--- config.mk ---
export PLATFORM = sky130hd
export DESIGN_NAME = fx_bus_arb
export DESIGN_NICKNAME = d
export VERILOG_FILES = /design/src/rtl/fx_bus_arb.sv
export SDC_FILE = /design/constraint.sdc
export NUM_CORES = 1
export LEC_CHECK = 0
export ABC_AREA = 1
export CAP_MARGIN = 20
export CORE_MARGIN = 2
export CORE_UTILIZATION = 30
export DETAILED_ROUTE_END_ITERATION = 16
export PLACE_DENSITY = 0.64
export SYNTH_ARGS = -nofsm -noshare
export SYNTH_HDL_FRONTEND = slang
export SYNTH_SLANG_ARGS = --single-unit
export TNS_END_PERCENT = 1
--- constraint.sdc ---
create_clock -name clk_sys -period 4.4 [get_ports clk_sys]
set_input_delay 0.88 -clock clk_sys [delete_from_list [all_inputs] [get_ports clk_sys]]
set_output_delay 0.88 -clock clk_sys [all_outputs]
set_load 0.01 [all_outputs]
--- src/rtl/fx_bus_arb.sv ---
// Two-master arbiter for the fx register bus: one transaction at a time,
// round-robin on contention, waits out the slave read latency, acks the owner.
module fx_bus_arb #(
  parameter int RD_LAT = 1
) (
  input  logic        clk_sys,
  input  logic        rst_n,
  input  logic        m0_req,
  input  logic        m0_we,
  input  logic [21:0] m0_addr,
  input  logic [7:0]  m0_wdata,
  output logic        m0_ack,
  output logic [7:0]  m0_rdata,
  input  logic        m1_req,
  input  logic        m1_we,
  input  logic [21:0] m1_addr,
  input  logic [7:0]  m1_wdata,
  output logic        m1_ack,
  output logic [7:0]  m1_rdata,
  output logic        fx_wr,
  output logic        fx_rd,
  output logic [21:0] fx_waddr,
  output logic [21:0] fx_raddr,
  output logic [7:0]  fx_data,
  input  logic [7:0]  fx_q,
  output logic        gnt
);
  typedef enum logic [1:0] {IDLE, STROBE, WAIT, DONE} state_t;

  typedef struct packed {
    logic        we;
    logic [21:0] addr;
    logic [7:0]  wdata;
  } fx_req_t;

  state_t     state, state_nxt;
  fx_req_t    req_q;
  logic       last_gnt, win, grant;
  logic [3:0] cnt;

  // On a tie the requester that did not own the previous grant wins.
  always_comb begin
    win = m1_req;
    if (m0_req && m1_req) win = ~last_gnt;
  end

  assign grant = (state == IDLE) && (m0_req || m1_req);

  always_comb begin
    state_nxt = state;
    fx_wr     = 1'b0;
    fx_rd     = 1'b0;
    fx_waddr  = '0;
    fx_raddr  = '0;
    fx_data   = '0;
    m0_ack    = 1'b0;
    m1_ack    = 1'b0;
    case (state)
      IDLE: if (grant) state_nxt = STROBE;
      STROBE: begin
        if (req_q.we) begin
          fx_wr     = 1'b1;
          fx_waddr  = req_q.addr;
          fx_data   = req_q.wdata;
          state_nxt = DONE;
        end else begin
          fx_rd     = 1'b1;
          fx_raddr  = req_q.addr;
          state_nxt = WAIT;
        end
      end
      WAIT: if (cnt == 4'd0) state_nxt = DONE;
      DONE: begin
        m0_ack    = ~gnt;
        m1_ack    = gnt;
        state_nxt = IDLE;
      end
      default: state_nxt = IDLE;
    endcase
  end

  always_ff @(posedge clk_sys or negedge rst_n) begin
    if (!rst_n) begin
      state    <= IDLE;
      last_gnt <= 1'b1;
      gnt      <= 1'b0;
      req_q    <= '0;
      cnt      <= '0;
      m0_rdata <= '0;
      m1_rdata <= '0;
    end else begin
      state <= state_nxt;
      if (grant) begin
        gnt      <= win;
        last_gnt <= win;
        req_q    <= win ? fx_req_t'{m1_we, m1_addr, m1_wdata}
                        : fx_req_t'{m0_we, m0_addr, m0_wdata};
      end
      case (state)
        STROBE: if (!req_q.we) cnt <= 4'(RD_LAT - 1);
        WAIT: begin
          if (cnt != 4'd0) cnt <= cnt - 4'd1;
          else if (gnt)    m1_rdata <= fx_q;
          else             m0_rdata <= fx_q;
        end
        default: ;
      endcase
    end
  end
endmodule

==> impl_metrics.env <==
export IMPL_rsz0062_at_grt="false"
export IMPL_cts_setup_buffers=0
export IMPL_met3_usage_pct=4.74
export IMPL_num_fill_cells=1016
export IMPL_cts_clk_slew_worst_paths_ns=0.10
export IMPL_synthDistinctLibCells=20
export IMPL_fp_dieH_um=105
export IMPL_synth_top_family_by_area="simple AND/OR/NAND/NOR gates"
export IMPL_cts_root_buf="clkbuf_8"
export IMPL_routed_wl_mm=9.19
export IMPL_ir_drop_mv=0.264
export IMPL_grt_pass1_vias=3034
export IMPL_gp_congestion=0.747
export IMPL_antenna_found_initial=0
export IMPL_crit_chain="inv_1, ha_1, nand2_1, buf_4, nor2_1, clkdlybuf4s50_1"
export IMPL_worst_path_max_fanout=17
export IMPL_hold_class="reg -> reg"
export IMPL_slowest_stage="clkdlybuf4s50_1"
export IMPL_synth_xor_area_share_pct=0.288
export IMPL_syn_instance_count=424
export IMPL_wire_per_inst_um=13.2
export IMPL_postSynthAreaPerCell_um2=7.18
export IMPL_worstSetupStartpointType="flop"
export IMPL_setup_viol=0
export IMPL_endpoint="fx_waddr[14]"
export IMPL_status="finished clean"
export IMPL_cts_sinks=55
export IMPL_cp_num_buf_inv=3
export IMPL_dpl_hpwl_mm=6.60
export IMPL_power_internal_uw=1500
export IMPL_cts_tree="built"
export IMPL_grt_overflow_total=0
export IMPL_synthAdderAreaFrac_pct=2.47
export IMPL_area_growth_synth_to_final_pct=55.1
export IMPL_grt_first_pass_wirelength_mm=15.3
export IMPL_maxCapViolCount=0
export IMPL_ys_warn_count=0
export IMPL_required_ns=3.52
export IMPL_drc=0
export IMPL_end_kind="primary output"
export IMPL_arrival_ns=2.54
export IMPL_clockPowerShare_pct=14.1
export IMPL_rr_endpoint="cnt[2]$_DFFE_PN0P_"
export IMPL_ff2ff_path_depth=9
export IMPL_ctsHoldBuffers=0
export IMPL_grt_max_degree=56
export IMPL_synth_compound_area_share_pct=9.74
export IMPL_numCtsBuffers=5
export IMPL_use_met1_pct=21.6
export IMPL_p_leak_uw=0.00221
export IMPL_path_class="reg -> out"
export IMPL_synthSimpleGateAreaFrac_pct=31.6
export IMPL_clock_latency_ns=0.31
export IMPL_netlist_area_mm2=0.00305
export IMPL_die_x_um=105
export IMPL_portBuffers=146
export IMPL_firstDrtPassIters=4
export IMPL_timing_fmax_ghz=0.292
export IMPL_relSlewSlack_pct=42.1
export IMPL_vias_per_cell=4.50
export IMPL_finClkSkew_ns=0.00695
export IMPL_cp_startpoint="state[1]$_DFFE_PN0P_"
export IMPL_drtIter0Drc=121
export IMPL_ys_seq_area_share_pct=45.2
export IMPL_final_hold_viol_count=0
export IMPL_num_vias=3121
export IMPL_drive_gt1_share_pct=5.17
export IMPL_synth_mux_area_share_pct=0
export IMPL_rows=36
export IMPL_slew_viol_final=0
export IMPL_max_stage_delay_ns=0.57
export IMPL_synth_seq_cells=55
export IMPL_powerDensity_mw_per_mm2=526
export IMPL_seq_power_share_pct=33.7
export IMPL_htree_levels=2
export IMPL_drtAntennaViolNets=0
export IMPL_max_slew_worst_pin_slew_ns=0.867
export IMPL_grt_usage_pct=17.1
export IMPL_worst_path_stages=6
export IMPL_die_area_mm2=0.0110
export IMPL_final_setup_tns_ns=0
export IMPL_timing_hold_ws_ns=0.470
export IMPL_p_sw_uw=982
export IMPL_syn_nets=504
export IMPL_coreArea_mm2=0.00982
export IMPL_timing_final_crit_share_pct=77.8
export IMPL_critPathTopFamily="buffers and inverters"
export IMPL_period_needed_ns=3.42
export IMPL_reg2reg_slack_ns=2.20
export IMPL_fin_util_pct=48.1
export IMPL_postCtsResizedCells=0
export IMPL_clockBufferDepth=2
export IMPL_switching_share_pct=39.5
export IMPL_r2r_start="state[1]$_DFFE_PN0P_"
export IMPL_insertedDiodeCount=0
export IMPL_busiest_layer="met2"
export IMPL_nets=640
export IMPL_gr_usage_met2_pct=29.2
export IMPL_io_pins=147
export IMPL_initial_core_util_pct=31.0
export IMPL_p_comb_share_pct=52.2
-- worst min-delay path, stage by stage (launching register included) --
cell and delay, ns:
dfstp_2 0.38, nand2_1 0.05, nand2_1 0.04
-- per-stage QoR --
| step | instances | instance area, um^2 | total power (uW) | setup slack, ns |
|---|---|---|---|---|
| global route | 694 | 4720 | 2700 | 0.743 |
| detailed placement | 685 | 4580 | 2150 | 1.22 |
| global placement | 685 | 4580 | 2120 | 1.30 |
| floorplan | 424 | 3050 | 1560 | 2.13 |
| finish | 694 | 4720 | 2480 | 0.976 |
| CTS | 693 | 4690 | 2510 | 0.887 |
-- area by class of cell --
| class | count | area, um^2 | share of cell area [%] |
|---|---|---|---|
| inverter | 52 | 195 | 4.13 |
| timing repair buffer | 152 | 1520 | 32.2 |
| tap | 133 | 166 | 3.52 |
| multi-input combinational | 294 | 1340 | 28.5 |
| clock buffer | 6 | 82.6 | 1.75 |
| sequential | 55 | 1380 | 29.2 |
| clock inverter | 2 | 35.0 | 0.742 |
-- cell usage after synthesis --
cell      count  share of area (%)
nand2_1     135                 17
buf_6         2               0.74
nor2_4        1               0.37
clkbuf_1      5               0.62
inv_1        51                6.3
nand4_2       2               0.82
o21ai_1       9                1.5
o21ai_0      33                5.4
a21oi_4       1               0.53
nand3b_1      1               0.25
dfrtp_1      54                 44
nand3_1      39                6.4
o21ai_2       8                2.3
inv_2         1               0.12
nor2_1       58                7.1
dfstp_2       1               0.86
buf_2        13                2.1
xnor2_1       1               0.29
ha_1          6                2.5
buf_4         3               0.74
-- worst min path at each step --
stage                                     from              endpoint  cells past startpoint
final                     last_gnt$_DFFE_PN1P_  last_gnt$_DFFE_PN1P_                      2
after global routing      last_gnt$_DFFE_PN1P_  last_gnt$_DFFE_PN1P_                      2
after CTS                 last_gnt$_DFFE_PN1P_  last_gnt$_DFFE_PN1P_                      2
after detailed placement  last_gnt$_DFFE_PN1P_  last_gnt$_DFFE_PN1P_                      2
after global placement    last_gnt$_DFFE_PN1P_  last_gnt$_DFFE_PN1P_                      2
after floorplan           last_gnt$_DFFE_PN1P_  last_gnt$_DFFE_PN1P_                      2
-- routing by layer --
layer / share of wire, % / vias to the layer above
met4: 0.57 / 0
met2: 47 / 123
met3: 8.3 / 6
li1: - / 1570
met1: 44 / 1422
met5: 0 / -
-- flip-flops by register name, indices dropped and copies added, names as in the netlist --
signal / cells
cnt: 4
gnt: 1
last_gnt: 1
m0_rdata: 8
m1_rdata: 8
req_q: 31
state: 2
-- layout by cell type (no fill, tap or decap) --
master and instances:
nand4_2 2, nor2_1 58, xnor2_1 1, buf_4 5, o21ai_2 8, nand3b_1 1
o21ai_0 33, inv_2 1, nand2_1 135, dfrtp_1 54, o21ai_1 9, a21oi_4 1
nor2_4 1, buf_16 1, inv_1 51, nand3_1 39, clkdlybuf4s50_1 145, dfstp_2 1
ha_1 6, clkbuf_8 6, clkinv_2 1, buf_2 1, bufinv_16 1
-- power by group through the flow --
stage	clock network [uW]	logic, uW	registers (uW)
5_1_grt	384	1450	864
2_1_floorplan	0	702	861
3_5_place_dp	0	1300	844
3_3_place_gp	0	1280	836
6_report	351	1300	836
4_1_cts	365	1310	837
-- cell families after synthesis --
logic type,count (synthesis)
flops,55
fa+ha+maj,6
compound gates,51
xor+xnor,1
buf+inv,75
simple gates,236
Note: power is estimated with default switching activity, not from simulation.
